$ cat config.mk
export PLATFORM = sky130hd
export DESIGN_NAME = dsm_sample_scheduler
export DESIGN_NICKNAME = d
export VERILOG_FILES = /design/src/rtl/dsm_sample_scheduler.sv
export SDC_FILE = /design/constraint.sdc
export NUM_CORES = 1
export LEC_CHECK = 0
export CAP_MARGIN = 0
export CELL_PAD_IN_SITES_DETAIL_PLACEMENT = 1
export CELL_PAD_IN_SITES_GLOBAL_PLACEMENT = 2
export CORE_ASPECT_RATIO = 0.9
export CORE_MARGIN = 4
export CORE_UTILIZATION = 37
export CTS_CLUSTER_SIZE = 14
export DETAILED_ROUTE_END_ITERATION = 6
export PLACE_DENSITY_LB_ADDON = 0.1
export SLEW_MARGIN = 5
export SYNTH_ARGS = -nofsm -noshare
export SYNTH_HDL_FRONTEND = slang
export SYNTH_SLANG_ARGS = --single-unit
$ cat constraint.sdc
create_clock -name aclk -period 5.27 [get_ports aclk]
set_clock_uncertainty 0.2 [all_clocks]
set_input_delay 0.7905 -clock aclk [delete_from_list [all_inputs] [get_ports aclk]]
set_output_delay 0.7905 -clock aclk [all_outputs]
set_load 0.05 [all_outputs]
$ cat src/rtl/dsm_sample_scheduler.sv
// dsm_sample_scheduler: buffers low-rate PCM samples in a small FIFO and
// replays each one as OSR zero-order-held update beats to the delta-sigma
// modulator, one beat per divider tick. Starvation repeats the held sample.
module dsm_sample_scheduler #(
  parameter int WIDTH      = 16,
  parameter int DIV_WIDTH  = 16,
  parameter int OSR_WIDTH  = 16,
  parameter int FIFO_DEPTH = 4
) (
  input  logic                 aclk,
  input  logic                 arst,
  input  logic                 cfg_enable,
  input  logic [DIV_WIDTH-1:0] cfg_div,
  input  logic [OSR_WIDTH-1:0] cfg_osr,
  input  logic [WIDTH-1:0]     s_axis_data_tdata,
  input  logic                 s_axis_data_tvalid,
  output logic                 s_axis_data_tready,
  output logic [WIDTH-1:0]     m_axis_data_tdata,
  output logic                 m_axis_data_tvalid,
  input  logic                 m_axis_data_tready,
  output logic                 busy,
  output logic                 underrun,
  output logic [15:0]          underrun_cnt,
  output logic                 late
);

  localparam int PW = $clog2(FIFO_DEPTH);
  localparam int CW = PW + 1;
  localparam logic [CW-1:0]        FULL_CNT = CW'(FIFO_DEPTH);
  localparam logic [PW-1:0]        PTR_ONE  = PW'(1);
  localparam logic [DIV_WIDTH-1:0] DIV_ONE  = DIV_WIDTH'(1);
  localparam logic [OSR_WIDTH-1:0] OSR_ONE  = OSR_WIDTH'(1);
  localparam logic [15:0]          CNT_MAX  = 16'hFFFF;

  typedef enum logic [1:0] {
    IDLE  = 2'd0,
    PRIME = 2'd1,
    RUN   = 2'd2
  } state_e;

  state_e                state_q, state_d;
  logic [DIV_WIDTH-1:0]  div_q, div_d, div_cnt_q, div_cnt_d;
  logic [OSR_WIDTH-1:0]  osr_q, osr_d, beat_cnt_q, beat_cnt_d;
  logic [WIDTH-1:0]      hold_q, hold_d, tdata_q, tdata_d;
  logic                  tvalid_q, tvalid_d, tready_q, tready_d, busy_q, busy_d;
  logic                  underrun_q, underrun_d, late_q, late_d;
  logic [15:0]           ucnt_q, ucnt_d;
  logic [PW-1:0]         wr_ptr_q, wr_ptr_d, rd_ptr_q, rd_ptr_d;
  logic [CW-1:0]         count_q, count_d;
  logic [WIDTH-1:0]      mem_q [FIFO_DEPTH];
  logic                  wr_en, rd_en, flush, tick, pending, fifo_empty;

  // Next-state logic: sequencing FSM, divider/beat counters, FIFO bookkeeping.
  always_comb begin
    state_d    = state_q;
    div_d      = div_q;
    osr_d      = osr_q;
    div_cnt_d  = div_cnt_q;
    beat_cnt_d = beat_cnt_q;
    hold_d     = hold_q;
    tdata_d    = tdata_q;
    underrun_d = underrun_q;
    ucnt_d     = ucnt_q;
    late_d     = late_q;
    wr_ptr_d   = wr_ptr_q;
    rd_ptr_d   = rd_ptr_q;
    count_d    = count_q;
    rd_en      = 1'b0;
    flush      = 1'b0;
    fifo_empty = (count_q == '0);
    wr_en      = s_axis_data_tvalid && tready_q;
    tick       = (div_cnt_q == (div_q - DIV_ONE));
    // A beat accepted this cycle frees the slot for a same-cycle tick.
    pending    = tvalid_q && !m_axis_data_tready;
    tvalid_d   = pending;

    if (!cfg_enable) begin
      state_d  = IDLE;
      flush    = 1'b1;
      tvalid_d = 1'b0;
      hold_d   = '0;
      tdata_d  = '0;
    end else begin
      case (state_q)
        IDLE: begin
          flush      = 1'b1;
          tvalid_d   = 1'b0;
          hold_d     = '0;
          state_d    = PRIME;
          div_d      = (cfg_div == '0) ? DIV_ONE : cfg_div;
          osr_d      = (cfg_osr == '0) ? OSR_ONE : cfg_osr;
          underrun_d = 1'b0;
          ucnt_d     = 16'h0000;
          late_d     = 1'b0;
        end
        PRIME: begin
          div_cnt_d  = '0;
          beat_cnt_d = '0;
          if (!fifo_empty) begin
            rd_en   = 1'b1;
            hold_d  = mem_q[rd_ptr_q];
            state_d = RUN;
          end else begin
            state_d = PRIME;
          end
        end
        RUN: begin
          if (tick) begin
            div_cnt_d = '0;
            if (pending) begin
              // Dropped tick: keep the pending beat intact and flag lateness.
              late_d = 1'b1;
            end else begin
              tvalid_d = 1'b1;
              tdata_d  = hold_q;
              if (beat_cnt_q == (osr_q - OSR_ONE)) begin
                beat_cnt_d = '0;
                if (!fifo_empty) begin
                  rd_en  = 1'b1;
                  hold_d = mem_q[rd_ptr_q];
                end else begin
                  underrun_d = 1'b1;
                  ucnt_d     = (ucnt_q == CNT_MAX) ? CNT_MAX : (ucnt_q + 16'h0001);
                end
              end else begin
                beat_cnt_d = beat_cnt_q + OSR_ONE;
              end
            end
          end else begin
            div_cnt_d = div_cnt_q + DIV_ONE;
          end
        end
        default: begin
          state_d  = IDLE;
          flush    = 1'b1;
          tvalid_d = 1'b0;
        end
      endcase
    end

    if (flush) begin
      wr_ptr_d = '0;
      rd_ptr_d = '0;
      count_d  = '0;
    end else begin
      wr_ptr_d = wr_en ? (wr_ptr_q + PTR_ONE) : wr_ptr_q;
      rd_ptr_d = rd_en ? (rd_ptr_q + PTR_ONE) : rd_ptr_q;
      count_d  = count_q + {{PW{1'b0}}, wr_en} - {{PW{1'b0}}, rd_en};
    end

    busy_d   = (state_d != IDLE);
    tready_d = busy_d && (count_d != FULL_CNT);
  end

  // State and output registers with synchronous reset.
  always_ff @(posedge aclk) begin
    if (arst) begin
      state_q    <= IDLE;
      div_q      <= '0;
      osr_q      <= '0;
      div_cnt_q  <= '0;
      beat_cnt_q <= '0;
      hold_q     <= '0;
      tdata_q    <= '0;
      tvalid_q   <= 1'b0;
      tready_q   <= 1'b0;
      busy_q     <= 1'b0;
      underrun_q <= 1'b0;
      ucnt_q     <= 16'h0000;
      late_q     <= 1'b0;
      wr_ptr_q   <= '0;
      rd_ptr_q   <= '0;
      count_q    <= '0;
    end else begin
      state_q    <= state_d;
      div_q      <= div_d;
      osr_q      <= osr_d;
      div_cnt_q  <= div_cnt_d;
      beat_cnt_q <= beat_cnt_d;
      hold_q     <= hold_d;
      tdata_q    <= tdata_d;
      tvalid_q   <= tvalid_d;
      tready_q   <= tready_d;
      busy_q     <= busy_d;
      underrun_q <= underrun_d;
      ucnt_q     <= ucnt_d;
      late_q     <= late_d;
      wr_ptr_q   <= wr_ptr_d;
      rd_ptr_q   <= rd_ptr_d;
      count_q    <= count_d;
    end
  end

  // FIFO storage; contents need no reset because occupancy gates every read.
  always_ff @(posedge aclk) begin
    if (wr_en) begin
      mem_q[wr_ptr_q] <= s_axis_data_tdata;
    end
  end

  assign s_axis_data_tready = tready_q;
  assign m_axis_data_tdata  = tdata_q;
  assign m_axis_data_tvalid = tvalid_q;
  assign busy               = busy_q;
  assign underrun           = underrun_q;
  assign underrun_cnt       = ucnt_q;
  assign late               = late_q;

endmodule

### Word-level counts from Yosys, hierarchy flattened

Memories as Yosys holds them, arrays and structs flattened. A register that Yosys moved wholly into a read port is not among the register bits.
Cells that the tools add are included.

| word-level totals | value |
|---|---|
| input bits | 53 |
| output and inout bits | 37 |
| memories | 1 |
| bits in registers | 126 |
| logic and storage cells | 106 |
| bits in writable memories | 64 |

| cells by class | value |
|---|---|
| $add $sub $neg | 9 |
| multiplexer cells | 45 |
| eq/ne operators | 11 |
| reduce and logical (&&, ||, !) cells | 22 |
| bitwise operators | 2 |

Memory list:

| name | words | bits a word | rd ports | clocked after Yosys merged registers in | wr ports | RTL line | RTL |
|---|---|---|---|---|---|---|---|
| mem_q | 4 | 16 | 1 | 1 | 1 | 50 | `logic [WIDTH-1:0] mem_q [FIFO_DEPTH];` |

Operator list:

| kind | number |
|---|---|
| 2-to-1 mux 16 bit | 15 |
| one-hot mux 16 bit (2 select lines) | 3 |
| adder 16 x 1 -> 16 bit, second input constant | 3 |
| one-hot mux 16 bit (3 select lines) | 1 |
| equality test 16 bit | 2 |
| logical NOT 16 bit | 2 |
| subtractor 16 x 1 -> 16 bit, second input constant | 2 |
| equality test 16 bit, second input constant | 1 |
| 2-to-1 mux 1 bit | 16 |
| AND reduction 4 bit | 3 |
| inequality test 2 bit, second input constant | 5 |
| 2-to-1 mux 2 bit | 4 |
| one-hot mux 1 bit (2 select lines) | 4 |
| one-hot mux 2 bit (3 select lines) | 1 |
| AND reduction 6 bit | 1 |
| nonzero test 2 bit | 3 |
| OR reduction 2 bit | 3 |
| adder 2 x 1 -> 2 bit, second input constant | 2 |
| AND reduction 2 bit | 2 |
| adder 3 x 1 -> 3 bit | 1 |
| logical AND 1 bit | 3 |
| logical NOT 3 bit | 1 |
| 2-to-1 mux 3 bit | 1 |
| inequality test 3 bit, second input constant | 1 |
| other kinds (8) | 9 |

### Longest topological paths before layout

Gate-level depths: netlist of run 1.

| logic depth | value |
|---|---|
| depth in word-level cells | 11 |
| depth in mapped cells | 20 |
| gate-level depth less buffers | 17 |

### Worst setup path after synthesis of run 1

OpenSTA, ideal clock, no wires.

| path | value |
|---|---|
| path kind | flip-flop to flip-flop |
| from | reg div_q[0] |
| to | reg tready_q (netlist: s_axis_data_tready) |
| path buffers | 2 |
| setup time | 0.125 ns |
| cell stages (with the launch flop) | 20 |
| data required time | 4.945 ns |
| path slack | 1.040 ns |
| period minus slack after synthesis | 4.230 ns |
| arrival | 3.905 ns |
| path through | dfxtp_1 > clkbuf_1 > inv_1 > ha_1 > or4b_1 > nor3_1 > mux2i_1 > o211ai_1 > nor4_1 > buf_4 > a31oi_1 > nor3_1 > ha_1 > inv_1 > ha_1 > inv_1 > fa_1 > xor2_1 > xnor2_1 > o41a_1 |

| between the ends | value |
|---|---|
| cells in the longest elaborated chain, start to end | 9 |

Ends and longest elaborated chain:

| item | RTL line | RTL |
|---|---|---|
| from (decl) | 42 | `logic [DIV_WIDTH-1:0] div_q, div_d, div_cnt_q, div_cnt_d;` |
| from (signal assigned) | 176 | `div_q <= div_d;` |
| subtractor 16 x 1 -> 16 bit | 72 | `tick = (div_cnt_q == (div_q - DIV_ONE));` |
| equality test 16 bit | 72 |  |
| 2-to-1 mux 1 bit | 108 | `if (tick) begin` |
| one-hot mux 1 bit (2 select lines) | 84 | `case (state_q)` |
| 2-to-1 mux 1 bit | 77 | `if (!cfg_enable) begin` |
| via rd_en | 51 | `logic wr_en, rd_en, flush, tick, pending, fifo_empty;` |
| subtractor 3 x 1 -> 3 bit | 148 | `count_d = count_q + {{PW{1'b0}}, wr_en} - {{PW{1'b0}}, rd_en};` |
| 2-to-1 mux 3 bit | 141 | `if (flush) begin` |
| inequality test 3 bit | 152 | `tready_d = busy_d && (count_d != FULL_CNT);` |
| logical AND 1 bit | 152 |  |
| to (signal assigned) | 183 | `tready_q <= tready_d;` |
| to (decl) | 45 | `logic tvalid_q, tvalid_d, tready_q, tready_d, busy_q, busy_d;` |

The timed path passes the listed nets, and every way through them passes these cells.
A chain may end at the register's enable or synchronous reset.

### Worst setup path in the final report of run 1

Ends and elaborated chain as after synthesis.

==> results of run 1 <==
stage by stage:
step | cells | utilization, % | power, W | hold slack, ns | instance area (um^2)
after floorplan | 929 | - | 0.00182 | 0.248 | 9350
after global placement | 1318 | 42.7 | 0.00193 | 0.267 | 10500
after detailed placement | 1318 | 42.7 | 0.00194 | 0.280 | 10500
after CTS | 1350 | 45.3 | 0.00335 | 0.294 | 11100
after global routing | 1350 | 45.3 | 0.00346 | 0.309 | 11100
final | 1350 | 45.3 | 0.00331 | 0.289 | 11100
metal layers:
metal | wire length [um] | vias up | GRT usage [%]
met4 | 170 | 0 | 3.61
met2 | 11100 | 75 | 27.5
met3 | 638 | 13 | 3.11
met1 | 12200 | 3429 | 25.3
met5 | 0 | - | 0
li1 | - | 3491 | -
state kept, by name (all words and copies together), names as in the netlist, named ones only:
signal / flops
underrun: 1
div_cnt_q: 16
div_q: 16
late: 1
wr_ptr_q: 2
m_axis_data_tvalid: 1
rd_ptr_q: 2
hold_q: 16
osr_q: 16
underrun_cnt: 16
busy: 1
beat_cnt_q: 16
count_q: 3
m_axis_data_tdata: 16
s_axis_data_tready: 1
state_q: 2
mem_q: 64
worst min path at each step:
stage,startpoint,endpoint,depth (start not counted)
after global placement,div_q[15],div_q[15],2
after CTS,hold_q[1],hold_q[1],1
after floorplan,osr_q[15],osr_q[15],2
after global routing,div_q[15],div_q[15],2
after detailed placement,hold_q[1],hold_q[1],1
final,div_q[15],div_q[15],2
area by class of cell:
class	instances	area (um^2)
Clock inverter	15	223
Inverter	17	63.8
Fill cell	2724	13400
Tap cell	336	420
Clock buffer	17	425
Multi-Input combinational cell	675	4570
Timing Repair Buffer	98	958
Sequential cell	192	4480
placed cells by master, fill, tap and decap left out, types with 6 or more instances in the layout:
master,count
sky130_fd_sc_hd__nor3_1,18
sky130_fd_sc_hd__clkdlybuf4s50_1,89
sky130_fd_sc_hd__buf_4,9
sky130_fd_sc_hd__inv_1,17
sky130_fd_sc_hd__edfxtp_1,64
sky130_fd_sc_hd__clkbuf_16,17
sky130_fd_sc_hd__nand3_1,29
sky130_fd_sc_hd__o21ai_0,12
sky130_fd_sc_hd__a21oi_1,58
sky130_fd_sc_hd__nor3_2,7
sky130_fd_sc_hd__xor2_1,20
sky130_fd_sc_hd__nor2_1,97
sky130_fd_sc_hd__a2bb2oi_2,10
sky130_fd_sc_hd__mux2i_1,19
sky130_fd_sc_hd__a31oi_1,10
sky130_fd_sc_hd__ha_1,15
sky130_fd_sc_hd__nor4_1,13
sky130_fd_sc_hd__a21o_1,15
sky130_fd_sc_hd__nand2b_1,11
sky130_fd_sc_hd__nand2_1,130
sky130_fd_sc_hd__nor4_2,10
sky130_fd_sc_hd__dfxtp_1,128
sky130_fd_sc_hd__xnor2_1,45
sky130_fd_sc_hd__and2_1,8
sky130_fd_sc_hd__and3_1,13
sky130_fd_sc_hd__mux4_2,16
sky130_fd_sc_hd__or3_1,11
sky130_fd_sc_hd__nand4_1,17
sky130_fd_sc_hd__a2bb2oi_1,6
sky130_fd_sc_hd__and4_1,7
worst min-delay path: cells and delay by family, from the launching register on:
family | cells | cell delay (ns)
AND/OR/NAND/NOR | 1 | 0.06
flip-flops | 1 | 0.33
AO/OA/AOI/OAI | 1 | 0.06
power by group through the flow:
stage	combinational (W)	clock (W)	sequential [W]
after floorplan	0.000216	0	0.00161
after global placement	0.000315	0	0.00162
after detailed placement	0.000317	0	0.00162
after CTS	0.000319	0.00145	0.00159
after global routing	0.000350	0.00152	0.00159
final	0.000317	0.00141	0.00159
cell families after synthesis:
family                   Yosys count  synth area share (%)
buffers and inverters             62                  3.22
multiplexers                      35                  5.89
XOR/XNOR                          65                  6.09
adder cells (fa/ha/maj)           16                  2.22
AND/OR/NAND/NOR                  403                  22.0
flip-flops                       192                  48.0
AO/OA/AOI/OAI                    156                  12.6
==> flow_results.xml, run 1 <==
<?xml version="1.0" encoding="UTF-8"?>
<metrics>
  <group name="run_status">
    <metric name="outcome" unit="">completed</metric>
  </group>
  <group name="worst_setup_path">
    <metric name="critPathBufInv" unit="">3</metric>
    <metric name="endpoint" unit="">s_axis_data_tready</metric>
    <metric name="critical_path.max_fanout" unit="">11</metric>
    <metric name="critical_path_class" unit="">flip-flop to flip-flop</metric>
    <metric name="worstReg2RegStart" unit="">div_q[0]</metric>
    <metric name="cpLargestDelayFamily" unit="">simple AND/OR/NAND/NOR gates</metric>
    <metric name="cp_slowest_cell" unit="">sky130_fd_sc_hd__or4b_1</metric>
    <metric name="timing.critical_path.depth" unit="">17</metric>
    <metric name="worst_r2r_path_depth" unit="">17</metric>
    <metric name="timing.reg2reg.setup_slack" unit="ns">0.60</metric>
    <metric name="worst_ep_arrival" unit="ns">4.80</metric>
    <metric name="timing.critical_path.cells" unit="">inv_1, ha_1, or4b_1, nor3_1, mux2i_1, o211ai_1, nor4_2, a31oi_1, nor3_1, ha_1, inv_1, ha_1, inv_1, fa_1, xor2_1, xnor2_1, o41a_1</metric>
    <metric name="timing.critical_path.from_type" unit="">flip-flop</metric>
    <metric name="crit_path_start" unit="">div_q[0]</metric>
    <metric name="r2r_end" unit="">s_axis_data_tready</metric>
    <metric name="worst-endpoint-required" unit="ns">5.39</metric>
    <metric name="timing.critical_path.to_type" unit="">flip-flop</metric>
    <metric name="worst_path_largest_cell_delay" unit="ns">0.53</metric>
  </group>
  <group name="power_and_ir_drop">
    <metric name="power.share.combinational" unit="%">9.6</metric>
    <metric name="power.ir.vdd_worst" unit="V">0.000224</metric>
    <metric name="power.sequential.fraction" unit="%">47.8</metric>
    <metric name="p_sw_share" unit="%">26.6</metric>
    <metric name="internal_power" unit="W">0.00243</metric>
    <metric name="clock_power_share" unit="%">42.6</metric>
    <metric name="power_density" unit="nW/um^2">297</metric>
    <metric name="net-switching-power" unit="W">0.000883</metric>
    <metric name="p_leak" unit="nW">3.79</metric>
  </group>
  <group name="global_route">
    <metric name="grt_antenna_before_repair" unit="">0</metric>
    <metric name="grt_usage" unit="%">17.4</metric>
    <metric name="first_global_vias" unit="">7059</metric>
    <metric name="grt_max_degree" unit="">43</metric>
    <metric name="global_route_wire_length_before_repair" unit="um">39200</metric>
    <metric name="grt_remaining_overflow" unit="">0</metric>
  </group>
  <group name="synthesis">
    <metric name="synth_cell_types" unit="">76</metric>
    <metric name="synth.yosys.seq_area_share" unit="%">48.0</metric>
    <metric name="synth_top_cell_by_area" unit="">sky130_fd_sc_hd__dfxtp_1</metric>
    <metric name="syn_avg_cell_area" unit="um^2">10.1</metric>
    <metric name="synth_commonest_cells" unit="">130 x sky130_fd_sc_hd__nand2_1, 128 x sky130_fd_sc_hd__dfxtp_1, 97 x sky130_fd_sc_hd__nor2_1</metric>
    <metric name="synth_top_cell_area_share" unit="%">27.4</metric>
    <metric name="most_area_consuming_cells_after_synthesis" unit="">sky130_fd_sc_hd__dfxtp_1 27%, sky130_fd_sc_hd__edfxtp_1 21%, sky130_fd_sc_hd__nand2_1 5.2%</metric>
    <metric name="synth_enable_flop_cells" unit="">64</metric>
    <metric name="postSynth.topFlopCell" unit="">sky130_fd_sc_hd__dfxtp_1</metric>
    <metric name="synth_cells" unit="">929</metric>
    <metric name="synthesis.nets" unit="">998</metric>
    <metric name="most_used_standard_cell_by_instance_count_after_synthesis" unit="">sky130_fd_sc_hd__nand2_1</metric>
    <metric name="syn_area" unit="um^2">9350</metric>
    <metric name="synth_async_sr_flop_share" unit="%">0</metric>
    <metric name="yosysWarnings" unit="">0</metric>
    <metric name="ys_seq_elements" unit="">192</metric>
  </group>
  <group name="timing">
    <metric name="final_hold_viol_count" unit="">0</metric>
    <metric name="rsz0062_at_grt" unit="">false</metric>
    <metric name="slew_headroom" unit="%">25.3</metric>
    <metric name="fin_setup_tns" unit="ns">0</metric>
    <metric name="layout_min_cycle_time" unit="ns">4.67</metric>
    <metric name="fmax" unit="MHz">214</metric>
    <metric name="slew_violations" unit="">0</metric>
    <metric name="worst-slew-pin-transition" unit="ns">1.12</metric>
    <metric name="finalSetupViolCount" unit="">0</metric>
    <metric name="fin_ws" unit="ns">0.597</metric>
    <metric name="fin_crit_sh" unit="%">88.7</metric>
  </group>
  <group name="floorplanning">
    <metric name="i_o_pins" unit="">90</metric>
    <metric name="initial_core_util" unit="%">38.0</metric>
    <metric name="die_height" unit="um">159</metric>
    <metric name="core_region_area" unit="um^2">24600</metric>
    <metric name="design.die.area" unit="um^2">27900</metric>
    <metric name="floorplan.rows" unit="">54</metric>
    <metric name="fp.dieW" unit="um">176</metric>
  </group>
  <group name="drt">
    <metric name="dr.first_iter.drc_count" unit="">336</metric>
    <metric name="route.detailed.drc" unit="">0</metric>
    <metric name="detailroute.via_count" unit="">7008</metric>
    <metric name="detail_route.wl_per_cell" unit="um">17.8</metric>
    <metric name="totalWireLength" unit="um">24100</metric>
    <metric name="route.antenna.remaining_nets" unit="">0</metric>
    <metric name="detailedRoute.firstPassIterationCount" unit="">4</metric>
    <metric name="viasPerCell" unit="">5.19</metric>
  </group>
  <group name="hold_path">
    <metric name="hold_class" unit="">flip-flop to flip-flop</metric>
  </group>
  <group name="clock_network">
    <metric name="clkLatencyLatePin" unit="ns">0.45</metric>
    <metric name="clk_root_buffer_cell" unit="">sky130_fd_sc_hd__clkbuf_16</metric>
    <metric name="max-clock-path-buffers" unit="">2</metric>
    <metric name="tritoncts_clock_tree" unit="">built</metric>
    <metric name="cts.htree.levels" unit="">4</metric>
    <metric name="post-cts-setup-buffer-count" unit="">0</metric>
    <metric name="clkSlewWorstSetupHoldPaths" unit="ns">0.08</metric>
    <metric name="post_cts.resized_instances" unit="">0</metric>
    <metric name="cts.sink_count" unit="">192</metric>
    <metric name="postCtsHoldBufs" unit="">0</metric>
    <metric name="cts_buffers" unit="">17</metric>
  </group>
  <group name="placed_design">
    <metric name="gp_routability_congestion" unit="">0.777</metric>
    <metric name="portBuffers" unit="">89</metric>
    <metric name="place.detailed.hpwl" unit="um">17400</metric>
    <metric name="pre_cts_ws" unit="ns">0.587</metric>
  </group>
  <group name="cells_and_area">
    <metric name="nets" unit="">1070</metric>
    <metric name="area_growth_syn_to_layout" unit="%">19.2</metric>
    <metric name="antenna-diode-count" unit="">0</metric>
    <metric name="post_route_cells_drive_above_1_share" unit="%">10.6</metric>
  </group>
  <group name="job">
    <metric name="cap_viol_max_count" unit="">0</metric>
  </group>
</metrics>
Power figures use the tool's default switching activity.
==> run 2, diff against run 1 <==
Settings changed: ABC_AREA from default to 0, MAX_ROUTING_LAYER from default to met4.
==> run 2 against run 1 <==
Effect of this change:
- sequential share of layout area is the same
- final area unchanged
- worst hold slack hardly changed
- die area unchanged
- global-route usage rose by 0.50 points
- clock power about the same
- register-to-register slack is essentially flat
- final cell count stayed put
- power is 0.11% lower
- wire length decreased by 0.22%
==> flow_results.xml, run 2 (synthesized netlist as in run 1, its figures left out) <==
<?xml version="1.0" encoding="UTF-8"?>
<metrics>
  <group name="floorplanning">
    <metric name="core_region_area" unit="um^2">24600</metric>
    <metric name="design.die.area" unit="um^2">27900</metric>
    <metric name="fp.dieW" unit="um">176</metric>
    <metric name="i_o_pins" unit="">90</metric>
    <metric name="floorplan.rows" unit="">54</metric>
    <metric name="die_height" unit="um">159</metric>
    <metric name="initial_core_util" unit="%">38.0</metric>
  </group>
  <group name="clock_network">
    <metric name="cts.htree.levels" unit="">4</metric>
    <metric name="clk_root_buffer_cell" unit="">sky130_fd_sc_hd__clkbuf_16</metric>
    <metric name="cts.sink_count" unit="">192</metric>
    <metric name="clkSlewWorstSetupHoldPaths" unit="ns">0.08</metric>
    <metric name="post-cts-setup-buffer-count" unit="">0</metric>
    <metric name="post_cts.resized_instances" unit="">0</metric>
    <metric name="clkLatencyLatePin" unit="ns">0.45</metric>
    <metric name="cts_buffers" unit="">17</metric>
    <metric name="tritoncts_clock_tree" unit="">built</metric>
    <metric name="postCtsHoldBufs" unit="">0</metric>
    <metric name="max-clock-path-buffers" unit="">2</metric>
  </group>
  <group name="timing">
    <metric name="fmax" unit="MHz">214</metric>
    <metric name="fin_crit_sh" unit="%">88.8</metric>
    <metric name="slew_headroom" unit="%">26.7</metric>
    <metric name="slew_violations" unit="">0</metric>
    <metric name="rsz0062_at_grt" unit="">false</metric>
    <metric name="layout_min_cycle_time" unit="ns">4.68</metric>
    <metric name="final_hold_viol_count" unit="">0</metric>
    <metric name="worst-slew-pin-transition" unit="ns">1.10</metric>
    <metric name="fin_setup_tns" unit="ns">0</metric>
    <metric name="finalSetupViolCount" unit="">0</metric>
  </group>
  <group name="cells_and_area">
    <metric name="layout.cells.most_common" unit="">sky130_fd_sc_hd__nand2_1</metric>
    <metric name="post_route_cells_drive_above_1_share" unit="%">10.6</metric>
    <metric name="antenna-diode-count" unit="">0</metric>
    <metric name="instances_no_fill" unit="">1350</metric>
    <metric name="max_flop_register" unit="">mem_q</metric>
    <metric name="largest_register_ffs" unit="">64</metric>
    <metric name="layout.cells.most_common_list" unit="">130 x sky130_fd_sc_hd__nand2_1, 128 x sky130_fd_sc_hd__dfxtp_1, 97 x sky130_fd_sc_hd__nor2_1</metric>
    <metric name="nets" unit="">1070</metric>
    <metric name="area_growth_syn_to_layout" unit="%">19.2</metric>
  </group>
  <group name="global_route">
    <metric name="first_global_vias" unit="">7052</metric>
    <metric name="grt_antenna_before_repair" unit="">0</metric>
    <metric name="global_route_wire_length_before_repair" unit="um">39100</metric>
    <metric name="grt_remaining_overflow" unit="">0</metric>
    <metric name="grt_usage" unit="%">17.9</metric>
    <metric name="grt_max_degree" unit="">43</metric>
  </group>
  <group name="worst_setup_path">
    <metric name="critical_path.max_fanout" unit="">11</metric>
    <metric name="timing.critical_path.to_type" unit="">flip-flop</metric>
    <metric name="timing.critical_path.from_type" unit="">flip-flop</metric>
    <metric name="worst-endpoint-required" unit="ns">5.39</metric>
    <metric name="critical_path_class" unit="">flip-flop to flip-flop</metric>
    <metric name="worst_ep_arrival" unit="ns">4.80</metric>
  </group>
  <group name="placed_design">
    <metric name="portBuffers" unit="">89</metric>
    <metric name="place.detailed.hpwl" unit="um">17400</metric>
    <metric name="gp_routability_congestion" unit="">0.788</metric>
    <metric name="placed_cells" unit="">1318</metric>
  </group>
  <group name="power_and_ir_drop">
    <metric name="net-switching-power" unit="W">0.000879</metric>
    <metric name="power.sequential.fraction" unit="%">47.9</metric>
    <metric name="p_leak" unit="nW">3.79</metric>
    <metric name="power.ir.vdd_worst" unit="V">0.000223</metric>
    <metric name="design_power_total" unit="W">0.00331</metric>
    <metric name="power.share.combinational" unit="%">9.6</metric>
    <metric name="power_density" unit="nW/um^2">297</metric>
    <metric name="clock_power_share" unit="%">42.5</metric>
    <metric name="p_sw_share" unit="%">26.6</metric>
    <metric name="internal_power" unit="W">0.00243</metric>
  </group>
  <group name="hold_path">
    <metric name="hold_class" unit="">flip-flop to flip-flop</metric>
  </group>
  <group name="drt">
    <metric name="detailroute.via_count" unit="">6993</metric>
    <metric name="detailedRoute.firstPassIterationCount" unit="">4</metric>
    <metric name="totalWireLength" unit="um">24000</metric>
    <metric name="route.detailed.drc" unit="">0</metric>
    <metric name="viasPerCell" unit="">5.18</metric>
    <metric name="detail_route.wl_per_cell" unit="um">17.8</metric>
    <metric name="route.antenna.remaining_nets" unit="">0</metric>
    <metric name="dr.first_iter.drc_count" unit="">370</metric>
  </group>
  <group name="job">
    <metric name="cap_viol_max_count" unit="">0</metric>
  </group>
  <group name="run_status">
    <metric name="outcome" unit="">completed</metric>
  </group>
</metrics>
==> run 2: cell counts in the layout (fill, tap and decap cells not counted) <==
No cell type changed its count.
==> run 2: path summary, 6_finish.rpt <==
check,from,endpoint,slack [ns],cells past startpoint
min,div_q[15],div_q[15],0.29,2
max reg2reg,div_q[0],s_axis_data_tready,0.59,17
max,div_q[0],s_axis_data_tready,0.59,17
min reg2reg,div_q[15],div_q[15],0.29,2
==> run 2: power groups by stage <==
stage	sequential, W	combinational [W]	clock (W)
after floorplan	0.00161	0.000216	0
after global placement	0.00162	0.000315	0
after detailed placement	0.00162	0.000317	0
after CTS	0.00159	0.000319	0.00145
after global routing	0.00159	0.000350	0.00152
final	0.00159	0.000317	0.00141
==> run 2: worst max-delay path: stages, from the launching register on <==
cell and delay (ns):
sky130_fd_sc_hd__dfxtp_1 0.38, sky130_fd_sc_hd__inv_1 0.10, sky130_fd_sc_hd__ha_1 0.36, sky130_fd_sc_hd__or4b_1 0.53
sky130_fd_sc_hd__nor3_1 0.35, sky130_fd_sc_hd__mux2i_1 0.39, sky130_fd_sc_hd__o211ai_1 0.14, sky130_fd_sc_hd__nor4_2 0.20
sky130_fd_sc_hd__a31oi_1 0.21, sky130_fd_sc_hd__nor3_1 0.21, sky130_fd_sc_hd__ha_1 0.27, sky130_fd_sc_hd__inv_1 0.05
sky130_fd_sc_hd__ha_1 0.14, sky130_fd_sc_hd__inv_1 0.05, sky130_fd_sc_hd__fa_1 0.37, sky130_fd_sc_hd__xor2_1 0.16
sky130_fd_sc_hd__xnor2_1 0.15, sky130_fd_sc_hd__o41a_1 0.32
==> run 2: final cells by class <==
cell class	instances	area, um^2
multi-input cells	675	4570
fillers	2724	13400
well taps	336	420
inverters	17	63.8
flip-flops and latches	192	4480
clock inverters	15	223
clock buffers	17	425
repair buffers	98	958
==> run 2: layer usage <==
metal | wire (um) | vias to the layer above | GRT usage, %
met3 | 543 | 15 | 2.88
met2 | 11100 | 66 | 27.5
met1 | 12200 | 3421 | 25.2
met5 | 0 | - | -
li1 | - | 3491 | -
met4 | 227 | 0 | 3.93
==> run 2: per-stage QoR <==
stage	util, %	hold slack, ns	instance area [um^2]	setup WS (ns)
3_5_place_dp	42.7	0.280	10500	0.587
3_3_place_gp	42.7	0.267	10500	0.750
2_1_floorplan	-	0.248	9350	1.04
4_1_cts	45.3	0.294	11100	0.543
6_report	45.3	0.289	11100	0.589
5_1_grt	45.3	0.309	11100	0.135
==> run 3, diff against run 2 <==
Settings changed: ABC_AREA 0 to default.
==> results of run 3 <==
Same layout as run 2: the final DEF is identical, and so are final timing and power.
